$ cat src/rtl/qspi_fetch_buffer_if.sv
// Bus bundle for the instruction prefetch buffer: CPU fetch side plus flash controller side.
// The buffer itself uses the slave view; whatever drives it (CPU/flash model) uses the master view.
interface qspi_fetch_buffer_if #(
  parameter int ADDR_BITS = 24
);
  logic [ADDR_BITS-1:0] fetch_addr_in;
  logic                 fetch_start;
  logic                 fetch_stop;

  logic [15:0]          instr_out;
  logic [ADDR_BITS-1:0] instr_addr;
  logic                 instr_valid;
  logic                 instr_ready;

  logic [ADDR_BITS-1:0] flash_addr_out;
  logic                 flash_start_read;
  logic                 flash_stall_read;
  logic                 flash_stop_read;
  logic [15:0]          flash_data_in;
  logic                 flash_data_ready;
  logic                 flash_busy;

  modport master (
    output fetch_addr_in, fetch_start, fetch_stop, instr_ready,
           flash_data_in, flash_data_ready, flash_busy,
    input  instr_out, instr_addr, instr_valid,
           flash_addr_out, flash_start_read, flash_stall_read, flash_stop_read
  );

  modport slave (
    input  fetch_addr_in, fetch_start, fetch_stop, instr_ready,
           flash_data_in, flash_data_ready, flash_busy,
    output instr_out, instr_addr, instr_valid,
           flash_addr_out, flash_start_read, flash_stall_read, flash_stop_read
  );
endinterface

$ cat src/rtl/qspi_fetch_buffer.sv
// Instruction prefetch buffer: drives sequential flash reads, queues returned halfwords
// and hands them to the CPU as little-endian 16-bit parcels, with redirect/stop support.
module qspi_fetch_buffer #(
  parameter int DEPTH     = 4,
  parameter int ADDR_BITS = 24
) (
  input logic                clk,
  input logic                rstn,
  qspi_fetch_buffer_if.slave bus
);

  localparam int PTR_W = $clog2(DEPTH);
  localparam int CNT_W = PTR_W + 1;

  typedef enum logic [1:0] {
    IDLE,
    STOP,
    START,
    STREAM
  } state_e;

  state_e               state_q,      state_d;
  logic                 stopToIdle_q, stopToIdle_d;
  logic [ADDR_BITS-1:0] addr_q,       addr_d;
  logic                 startRead_q,  startRead_d;
  logic                 stopRead_q,   stopRead_d;
  logic                 stall_q,      stall_d;
  logic                 captured_q,   captured_d;
  logic [PTR_W-1:0]     wrPtr_q,      wrPtr_d;
  logic [PTR_W-1:0]     rdPtr_q,      rdPtr_d;
  logic [CNT_W-1:0]     count_q,      count_d;
  logic [ADDR_BITS-1:0] instrAddr_q,  instrAddr_d;
  logic [15:0]          mem_q [DEPTH];

  logic                 flush;
  logic                 pushEn;
  logic                 popEn;
  logic                 headValid;
  logic [ADDR_BITS-1:0] startAddr;

  assign startAddr = bus.fetch_addr_in & ~ADDR_BITS'(1);
  assign headValid = (count_q != '0);

  // Control FSM: fetch_start outranks fetch_stop, which outranks normal progress.
  always_comb begin
    state_d      = state_q;
    stopToIdle_d = stopToIdle_q;
    addr_d       = addr_q;
    startRead_d  = 1'b0;
    flush        = 1'b0;

    if (bus.fetch_start) begin
      addr_d       = startAddr;
      flush        = 1'b1;
      stopToIdle_d = 1'b0;
      if (state_q == IDLE) begin
        state_d     = START;
        startRead_d = !bus.flash_busy;
      end else begin
        state_d = STOP;
      end
    end else if (bus.fetch_stop && (state_q != IDLE)) begin
      flush        = 1'b1;
      stopToIdle_d = 1'b1;
      state_d      = STOP;
    end else begin
      case (state_q)
        STOP:    state_d = stopToIdle_q ? IDLE : START;
        START: begin
          // The start pulse is visible while still in START; leave once it has been issued.
          if (startRead_q) begin
            state_d = STREAM;
          end else begin
            startRead_d = !bus.flash_busy;
          end
        end
        default: ;
      endcase
    end
  end

  // The controller holds data_ready across stalls, so each word is taken on its first ready cycle only.
  always_comb begin
    pushEn     = (state_q == STREAM) && !captured_q && bus.flash_data_ready && !flush;
    popEn      = headValid && bus.instr_ready && !flush;
    captured_d = captured_q;
    if (!bus.flash_data_ready) begin
      captured_d = 1'b0;
    end else if (pushEn) begin
      captured_d = 1'b1;
    end
  end

  always_comb begin
    wrPtr_d     = wrPtr_q;
    rdPtr_d     = rdPtr_q;
    count_d     = count_q;
    instrAddr_d = instrAddr_q;

    if (flush) begin
      wrPtr_d = '0;
      rdPtr_d = '0;
      count_d = '0;
      if (bus.fetch_start) begin
        instrAddr_d = startAddr;
      end
    end else begin
      if (pushEn) begin
        wrPtr_d = wrPtr_q + PTR_W'(1);
      end
      if (popEn) begin
        rdPtr_d     = rdPtr_q + PTR_W'(1);
        instrAddr_d = instrAddr_q + ADDR_BITS'(2);
      end
      case ({pushEn, popEn})
        2'b10:   count_d = count_q + CNT_W'(1);
        2'b01:   count_d = count_q - CNT_W'(1);
        default: ;
      endcase
    end

    stopRead_d = (state_d == STOP);
    stall_d    = (state_d == STREAM) && (count_d >= CNT_W'(DEPTH - 1));
  end

  always_ff @(posedge clk or negedge rstn) begin
    if (!rstn) begin
      state_q      <= IDLE;
      stopToIdle_q <= 1'b0;
      addr_q       <= '0;
      startRead_q  <= 1'b0;
      stopRead_q   <= 1'b0;
      stall_q      <= 1'b0;
      captured_q   <= 1'b0;
      wrPtr_q      <= '0;
      rdPtr_q      <= '0;
      count_q      <= '0;
      instrAddr_q  <= '0;
    end else begin
      state_q      <= state_d;
      stopToIdle_q <= stopToIdle_d;
      addr_q       <= addr_d;
      startRead_q  <= startRead_d;
      stopRead_q   <= stopRead_d;
      stall_q      <= stall_d;
      captured_q   <= captured_d;
      wrPtr_q      <= wrPtr_d;
      rdPtr_q      <= rdPtr_d;
      count_q      <= count_d;
      instrAddr_q  <= instrAddr_d;
    end
  end

  // Flash returns big-endian halfwords; byte-swap on entry so the head is already little-endian.
  always_ff @(posedge clk) begin
    if (pushEn) begin
      mem_q[wrPtr_q] <= {bus.flash_data_in[7:0], bus.flash_data_in[15:8]};
    end
  end

  assign bus.instr_valid      = headValid;
  assign bus.instr_out        = headValid ? mem_q[rdPtr_q] : 16'h0000;
  assign bus.instr_addr       = instrAddr_q;
  assign bus.flash_addr_out   = addr_q;
  assign bus.flash_start_read = startRead_q;
  assign bus.flash_stop_read  = stopRead_q;
  assign bus.flash_stall_read = stall_q;

endmodule

$ cat src/flat_wrapper.sv
// flat-port wrapper written by rule: the top's interface ports become plain ports
module qspi_fetch_buffer_flat 
#(
  parameter int DEPTH     = 4,
  parameter int ADDR_BITS = 24
)
  (clk, rstn, bus_fetch_addr_in, bus_fetch_start, bus_fetch_stop, bus_instr_ready, bus_flash_data_in, bus_flash_data_ready, bus_flash_busy, bus_instr_out, bus_instr_addr, bus_instr_valid, bus_flash_addr_out, bus_flash_start_read, bus_flash_stall_read, bus_flash_stop_read);
  qspi_fetch_buffer_if #(.ADDR_BITS(ADDR_BITS)) bus_i ();
  input logic clk;
  input logic rstn;
  input wire logic [$bits(bus_i.fetch_addr_in)-1:0] bus_fetch_addr_in;
  input wire logic [$bits(bus_i.fetch_start)-1:0] bus_fetch_start;
  input wire logic [$bits(bus_i.fetch_stop)-1:0] bus_fetch_stop;
  input wire logic [$bits(bus_i.instr_ready)-1:0] bus_instr_ready;
  input wire logic [$bits(bus_i.flash_data_in)-1:0] bus_flash_data_in;
  input wire logic [$bits(bus_i.flash_data_ready)-1:0] bus_flash_data_ready;
  input wire logic [$bits(bus_i.flash_busy)-1:0] bus_flash_busy;
  output wire logic [$bits(bus_i.instr_out)-1:0] bus_instr_out;
  output wire logic [$bits(bus_i.instr_addr)-1:0] bus_instr_addr;
  output wire logic [$bits(bus_i.instr_valid)-1:0] bus_instr_valid;
  output wire logic [$bits(bus_i.flash_addr_out)-1:0] bus_flash_addr_out;
  output wire logic [$bits(bus_i.flash_start_read)-1:0] bus_flash_start_read;
  output wire logic [$bits(bus_i.flash_stall_read)-1:0] bus_flash_stall_read;
  output wire logic [$bits(bus_i.flash_stop_read)-1:0] bus_flash_stop_read;
  assign bus_i.fetch_addr_in = bus_fetch_addr_in;
  assign bus_i.fetch_start = bus_fetch_start;
  assign bus_i.fetch_stop = bus_fetch_stop;
  assign bus_i.instr_ready = bus_instr_ready;
  assign bus_i.flash_data_in = bus_flash_data_in;
  assign bus_i.flash_data_ready = bus_flash_data_ready;
  assign bus_i.flash_busy = bus_flash_busy;
  assign bus_instr_out = bus_i.instr_out;
  assign bus_instr_addr = bus_i.instr_addr;
  assign bus_instr_valid = bus_i.instr_valid;
  assign bus_flash_addr_out = bus_i.flash_addr_out;
  assign bus_flash_start_read = bus_i.flash_start_read;
  assign bus_flash_stall_read = bus_i.flash_stall_read;
  assign bus_flash_stop_read = bus_i.flash_stop_read;
  qspi_fetch_buffer #(.DEPTH(DEPTH), .ADDR_BITS(ADDR_BITS)) u_core (.clk(clk), .rstn(rstn), .bus(bus_i));
endmodule
$ cat config.mk
export PLATFORM = sky130hd
export DESIGN_NAME = qspi_fetch_buffer_flat
export DESIGN_NICKNAME = d
export VERILOG_FILES = /design/src/rtl/qspi_fetch_buffer_if.sv /design/src/rtl/qspi_fetch_buffer.sv /design/src/flat_wrapper.sv
export SDC_FILE = /design/constraint.sdc
export NUM_CORES = 1
export LEC_CHECK = 0
export ABC_AREA = 1
export CORE_ASPECT_RATIO = 0.8
export CORE_MARGIN = 5
export CORE_UTILIZATION = 52
export CTS_CLUSTER_DIAMETER = 30
export DETAILED_ROUTE_END_ITERATION = 12
export PLACE_DENSITY = 0.8
export SLEW_MARGIN = 20
export SYNTH_ARGS = -nofsm -noshare
export SYNTH_HDL_FRONTEND = slang
export SYNTH_SLANG_ARGS = --single-unit
$ cat constraint.sdc
create_clock -name clk -period 3.35 [get_ports clk]
set_clock_uncertainty 0.15 [all_clocks]
set_input_delay 0.335 -clock clk [delete_from_list [all_inputs] [get_ports clk]]
set_output_delay 0.335 -clock clk [all_outputs]
set_load 0.02 [all_outputs]
==> results of run 1 <==
[per-stage QoR]
stage	std cells	setup slack [ps]	hold slack [ps]	utilization
after global routing	921	348	300	0.706
final	921	508	313	0.706
after floorplan	647	751	-111	-
after CTS	921	455	303	0.706
after global placement	888	690	290	0.649
after detailed placement	888	548	296	0.649
[cell families after synthesis]
family / synth area share
xor+xnor: 0.00299
buf+inv: 0.0651
flops: 0.584
simple gates: 0.212
other cells: 0.000640
fa+ha+maj: 0.0269
compound gates: 0.108
[where the power goes]
group	switching, mW	internal, mW	total [mW]	leakage [nW]
Combinational	0.531	0.360	0.890	1.62
Clock	0.698	1.18	1.88	0.288
Sequential	0.112	1.72	1.83	1.32
Total	1.34	3.26	4.60	3.22
[sequential cells by signal, indices dropped and copies added (netlist names)]
name	count
u_core.captured_q	1
u_core.bus.flash_start_read	1
u_core.bus.instr_addr	23
u_core.bus.flash_addr_out	23
u_core.wrPtr_q	2
u_core.count_q	3
u_core.bus.flash_stall_read	1
u_core.rdPtr_q	2
u_core.bus.flash_stop_read	1
u_core.mem_q	64
u_core.state_q	2
u_core.stopToIdle_q	1
[per-layer routing]
metal,share of wire,GRT usage,vias up,wire [um]
met5,0,0,-,0
met1,0.43,0.304,2319,6280
met3,0.069,0.0490,13,1020
met2,0.50,0.361,185,7310
met4,0.0088,0.0622,0,129
li1,-,-,2355,-
[repair_timing]
item | in CTS | in global routing
buffers inserted | 0 | 0
endpoints found under the setup margin | 0 | 0
hold endpoints to repair | 33 | 0
hold buffers | 1 | 0
gates resized for setup | 0 | 0
[worst min-delay path by stage]
| stage | from | end | slack, ps | cells after the start |
|---|---|---|---|---|
| floorplan | rstn | u_core.bus.flash_addr_out[10]$_DFFE_PN0P_ | -110 | 0 |
| global placement | rstn | u_core.bus.flash_addr_out[12]$_DFFE_PN0P_ | 290 | 1 |
| detailed placement | rstn | u_core.bus.flash_addr_out[14]$_DFFE_PN0P_ | 300 | 1 |
| CTS | bus_flash_busy | u_core.bus.flash_start_read$_DFF_PN0_ | 300 | 2 |
| global route | bus_flash_busy | u_core.bus.flash_start_read$_DFF_PN0_ | 300 | 2 |
| finish | bus_flash_busy | u_core.bus.flash_start_read$_DFF_PN0_ | 310 | 2 |
[area by class of cell]
type / count / area, um2 / share of cell area
timing repair buffer: 125 / 1210 / 0.157
clock buffer: 17 / 425 / 0.0551
clock inverter: 15 / 189 / 0.0245
multi-input combinational: 437 / 2060 / 0.267
inverter: 59 / 226 / 0.0294
sequential: 124 / 3420 / 0.444
tap: 144 / 180 / 0.0234
[layout by cell type (no fill, tap or decap), types with 4 or more instances in the layout]
master / netlist / routed
buf_4: 3 / 13
clkdlybuf4s50_1: 0 / 110
dfrtp_1: 60 / 60
nor2_1: 100 / 100
inv_6: 1 / 4
inv_1: 56 / 56
o21ai_0: 68 / 68
a21oi_1: 39 / 39
nand3_1: 35 / 35
clkbuf_16: 0 / 17
ha_1: 11 / 11
clkinvlp_4: 0 / 4
nand2_1: 152 / 152
edfxtp_1: 64 / 64
==> impl_metrics.json, run 1 <==
{
  "outcome": "completed",
  "synth_top_area_share": 0.328,
  "n_antenna_cell": 0,
  "cts_root_buffer": "clkbuf_16",
  "grt_max_degree": 35,
  "r2r_cells": 13,
  "synth_cell_types": 35,
  "worstPathRequired_ps": 2860,
  "syn_to_final_growth_pct": 31.7,
  "grt_pass1_vias": 4715,
  "clk_path_buf_depth": 2,
  "worst_r2r_startpoint": "u_core.state_q[0]$_DFF_PN0_",
  "critPathCapture": "bus_instr_out[6]",
  "power.density_nw_per_um2": 597,
  "grt_antenna_before_repair": 0,
  "avgSynthCellArea_um2": 9.07,
  "htree_levels": 4,
  "yosysSeqAreaShare": 0.584,
  "clkSinkCount": 124,
  "design_area_um2": 7710,
  "io_buffers": 111,
  "grt_pass1_wl_um": 23700,
  "initial_utilization": 0.536,
  "cts-buffers-inserted": 17,
  "crit_path_start": "u_core.rdPtr_q[0]$_DFFE_PN0P_",
  "worstMarginPinSlew_ps": 903,
  "viasPerCell": 5.29,
  "drv_cap": 0,
  "drcViolationCount": 0,
  "synthCells": 646,
  "final_max_slew_viol_count": 0,
  "die_area_um2": 13500,
  "worstSetupPathType": "flip-flop to output pin",
  "period_share": 0.848,
  "crit_cells": 5,
  "dpl_cell_area_um2": 7090,
  "cp_max_fo": 23,
  "drive_gt1_frac": 0.0824,
  "slowest_stage": "clkdlybuf4s50_1",
  "worst-path-buf-inv": 3,
  "die_h_um": 105,
  "setup-tns-final_ps": 0,
  "hold_path_class": "input port to flip-flop",
  "r2r_end": "u_core.bus.flash_stall_read$_DFF_PN0_",
  "synth_edf_count": 64,
  "globalRouteTotalUtil": 0.223,
  "hpwl_um": 9760,
  "die_w_um": 129,
  "synth_warnings": 0,
  "num_vias": 4872,
  "yosysMostFrequentCell": "nand2_1",
  "r2r_slack_ps": 560,
  "startpoint_type": "flip-flop",
  "synthFlopType": "edfxtp_1",
  "yosysTopAreaCell": "edfxtp_1",
  "wirelength_um": 14700,
  "ys_ff_latch": 124,
  "ios": 115,
  "power_mw": 4.60,
  "finalHoldViolations": 0,
  "final_net_count": 823,
  "relSlewSlack": 0.397,
  "gp_congestion": 0.859,
  "cts.clk_slew.worst_paths_ps": 60,
  "end_kind": "output pin",
  "n_fill_cell": 779,
  "rsz0062_at_grt": "no",
  "critical_path_arrival_ps": 2360,
  "path_cells": "inv_1, buf_4, o21ai_0, a21oi_1, clkdlybuf4s50_1",
  "syn_area_um2": 5860,
  "ir_worst_vdd_uv": 422,
  "gr-total-overflow": 0,
  "num_rows": 34,
  "synth_common_cells": "152 x nand2_1, 100 x nor2_1, 68 x o21ai_0",
  "p_leak_nw": 3.22,
  "tritoncts": "built",
  "max_stage_delay_ps": 640,
  "wl_per_cell_um": 16.0,
  "fmax_ghz": 0.352,
  "clock_latency_ps": 410,
  "async_reset_ff_frac": 0.484,
  "drtIter0Drc": 504,
  "dr.pass1.iters": 5,
  "cp_top_family": "buffers and inverters",
  "period_needed_ps": 2840,
  "coreArea_um2": 10900,
  "synth_area_leaders": "edfxtp_1 33%, dfrtp_1 26%, nand2_1 9.7%, nor2_1 6.4%, o21ai_0 5.8%",
  "setup_viol": 0,
  "ant_nets": 0
}
No activity file was read; power rests on OpenSTA's default activity.
==> run 2: changes to the inputs <==
==> constraint.sdc (replaced) <==
create_clock -name clk -period 2.9 [get_ports clk]
set_clock_uncertainty 0.15 [all_clocks]
set_input_delay 0.29 -clock clk [delete_from_list [all_inputs] [get_ports clk]]
set_output_delay 0.29 -clock clk [all_outputs]
set_load 0.02 [all_outputs]
==> impl_metrics.json, run 2 (same netlist as run 1, synthesis figures left out) <==
{
  "outcome": "completed",
  "wirelength_um": 14600,
  "final_max_slew_viol_count": 0,
  "end_kind": "output pin",
  "tritoncts": "built",
  "die_area_um2": 13500,
  "largest_reg_flops": 64,
  "clock_latency_ps": 410,
  "worst_hold_slack_ps": 231,
  "clk_path_buf_depth": 2,
  "drv_cap": 0,
  "grt_pass1_wl_um": 23600,
  "die_w_um": 129,
  "cts_root_buffer": "clkbuf_16",
  "rsz0062_at_grt": "no",
  "final_net_count": 823,
  "setup-tns-final_ps": 0,
  "ir_worst_vdd_uv": 429,
  "num_vias": 4813,
  "slowest_stage": "clkdlybuf4s50_1",
  "die_h_um": 105,
  "worstPathRequired_ps": 2460,
  "hpwl_um": 9940,
  "max_stage_delay_ps": 580,
  "io_buffers": 111,
  "relSlewSlack": 0.566,
  "power.density_nw_per_um2": 686,
  "clkSinkCount": 124,
  "grt_max_degree": 35,
  "gr-total-overflow": 0,
  "finalHoldViolations": 0,
  "cts.clk_slew.worst_paths_ps": 50,
  "n_antenna_cell": 0,
  "n_fill_cell": 824,
  "p_leak_nw": 3.24,
  "grt_pass1_vias": 4696,
  "period_share": 0.951,
  "grt_antenna_before_repair": 0,
  "period_needed_ps": 2760,
  "hold_path_class": "input port to asynchronous set/reset pin",
  "wl_per_cell_um": 15.9,
  "cp_max_fo": 16,
  "setup_viol": 0,
  "critical_path_arrival_ps": 2320,
  "initial_utilization": 0.536,
  "htree_levels": 4,
  "cts-buffers-inserted": 17,
  "layout_common_cells": "152 x nand2_1, 110 x clkdlybuf4s50_1, 99 x nor2_1, 68 x o21ai_0, 64 x edfxtp_1",
  "syn_to_final_growth_pct": 31.8,
  "gp_congestion": 0.861,
  "fmax_ghz": 0.363,
  "path_cells": "nor2_1, nand2_2, inv_1, a21oi_1, clkdlybuf4s50_1",
  "regMostFlops": "u_core.mem_q",
  "worstMarginPinSlew_ps": 650,
  "layout_commonest_cell": "nand2_1",
  "dr.pass1.iters": 5,
  "power_mw": 5.30,
  "viasPerCell": 5.23,
  "coreArea_um2": 10900,
  "drtIter0Drc": 454,
  "cts_setup_buffers": 0,
  "num_rows": 34,
  "globalRouteTotalUtil": 0.221,
  "drcViolationCount": 0,
  "ant_nets": 0,
  "ios": 115,
  "drive_gt1_frac": 0.0786,
  "startpoint_type": "flip-flop",
  "worstSetupPathType": "flip-flop to output pin"
}
==> run 2: final timing paths <==
check,from,end,slack [ps],cells after the start
setup / recovery,u_core.count_q[0]$_DFF_PN0_,bus_instr_out[0],140,5
hold / removal,rstn,u_core.bus.flash_addr_out[10]$_DFFE_PN0P_,230,2
setup reg to reg,u_core.state_q[0]$_DFF_PN0_,u_core.bus.flash_stall_read$_DFF_PN0_,210,13
hold reg to reg,u_core.bus.flash_addr_out[14]$_DFFE_PN0P_,u_core.bus.flash_addr_out[14]$_DFFE_PN0P_,330,2
max in group asynchronous,rstn,u_core.bus.flash_addr_out[19]$_DFFE_PN0P_,1690,3
min in group clk,bus_flash_busy,u_core.bus.flash_start_read$_DFF_PN0_,270,2
==> run 2: per-layer routing <==
metal / vias up / GRT usage / wire length (um)
met5: - / 0 / 0
li1: 2349 / - / -
met2: 168 / 0.359 / 7260
met3: 11 / 0.0510 / 921
met1: 2285 / 0.295 / 6260
met4: 0 / 0.0697 / 141
==> run 2: cell type report <==
type | instances | area (um2) | area share
multi-input combinational | 437 | 2060 | 0.267
inverter | 59 | 230 | 0.0298
clock buffer | 18 | 429 | 0.0556
timing repair buffer | 125 | 1230 | 0.159
tap | 144 | 180 | 0.0233
sequential | 124 | 3420 | 0.443
clock inverter | 13 | 175 | 0.0227
==> run 2: critical path: cells and delay by family (launching register included) <==
family | cells | cell delay (ps)
AOI/OAI and AO/OA | 1 | 140
buffers and inverters | 2 | 1080
DFF | 1 | 430
and+or+nand+nor | 2 | 260
==> run 2: what timing repair did <==
action                                 in CTS  in global routing
resized for setup                           0                  2
endpoints found under the hold margin      19                  0
setup endpoints to repair                   0                 17
hold buffers                                1                  0
==> run 2: report_power, final <==
group / internal [mW] / switching (mW)
Clock: 1.42 / 0.726
Combinational: 0.418 / 0.608
Sequential: 1.99 / 0.133
Total: 3.83 / 1.47
==> run 2: stage by stage <==
stage          utilization  worst slack [ps]  instance area [um2]  cells
2_1_floorplan            -               301                 5860    647
3_3_place_gp         0.650               251                 7100    888
3_5_place_dp         0.650               148                 7100    888
4_1_cts              0.706              15.0                 7720    920
5_1_grt              0.706              21.7                 7720    920
6_report             0.706               142                 7720    920
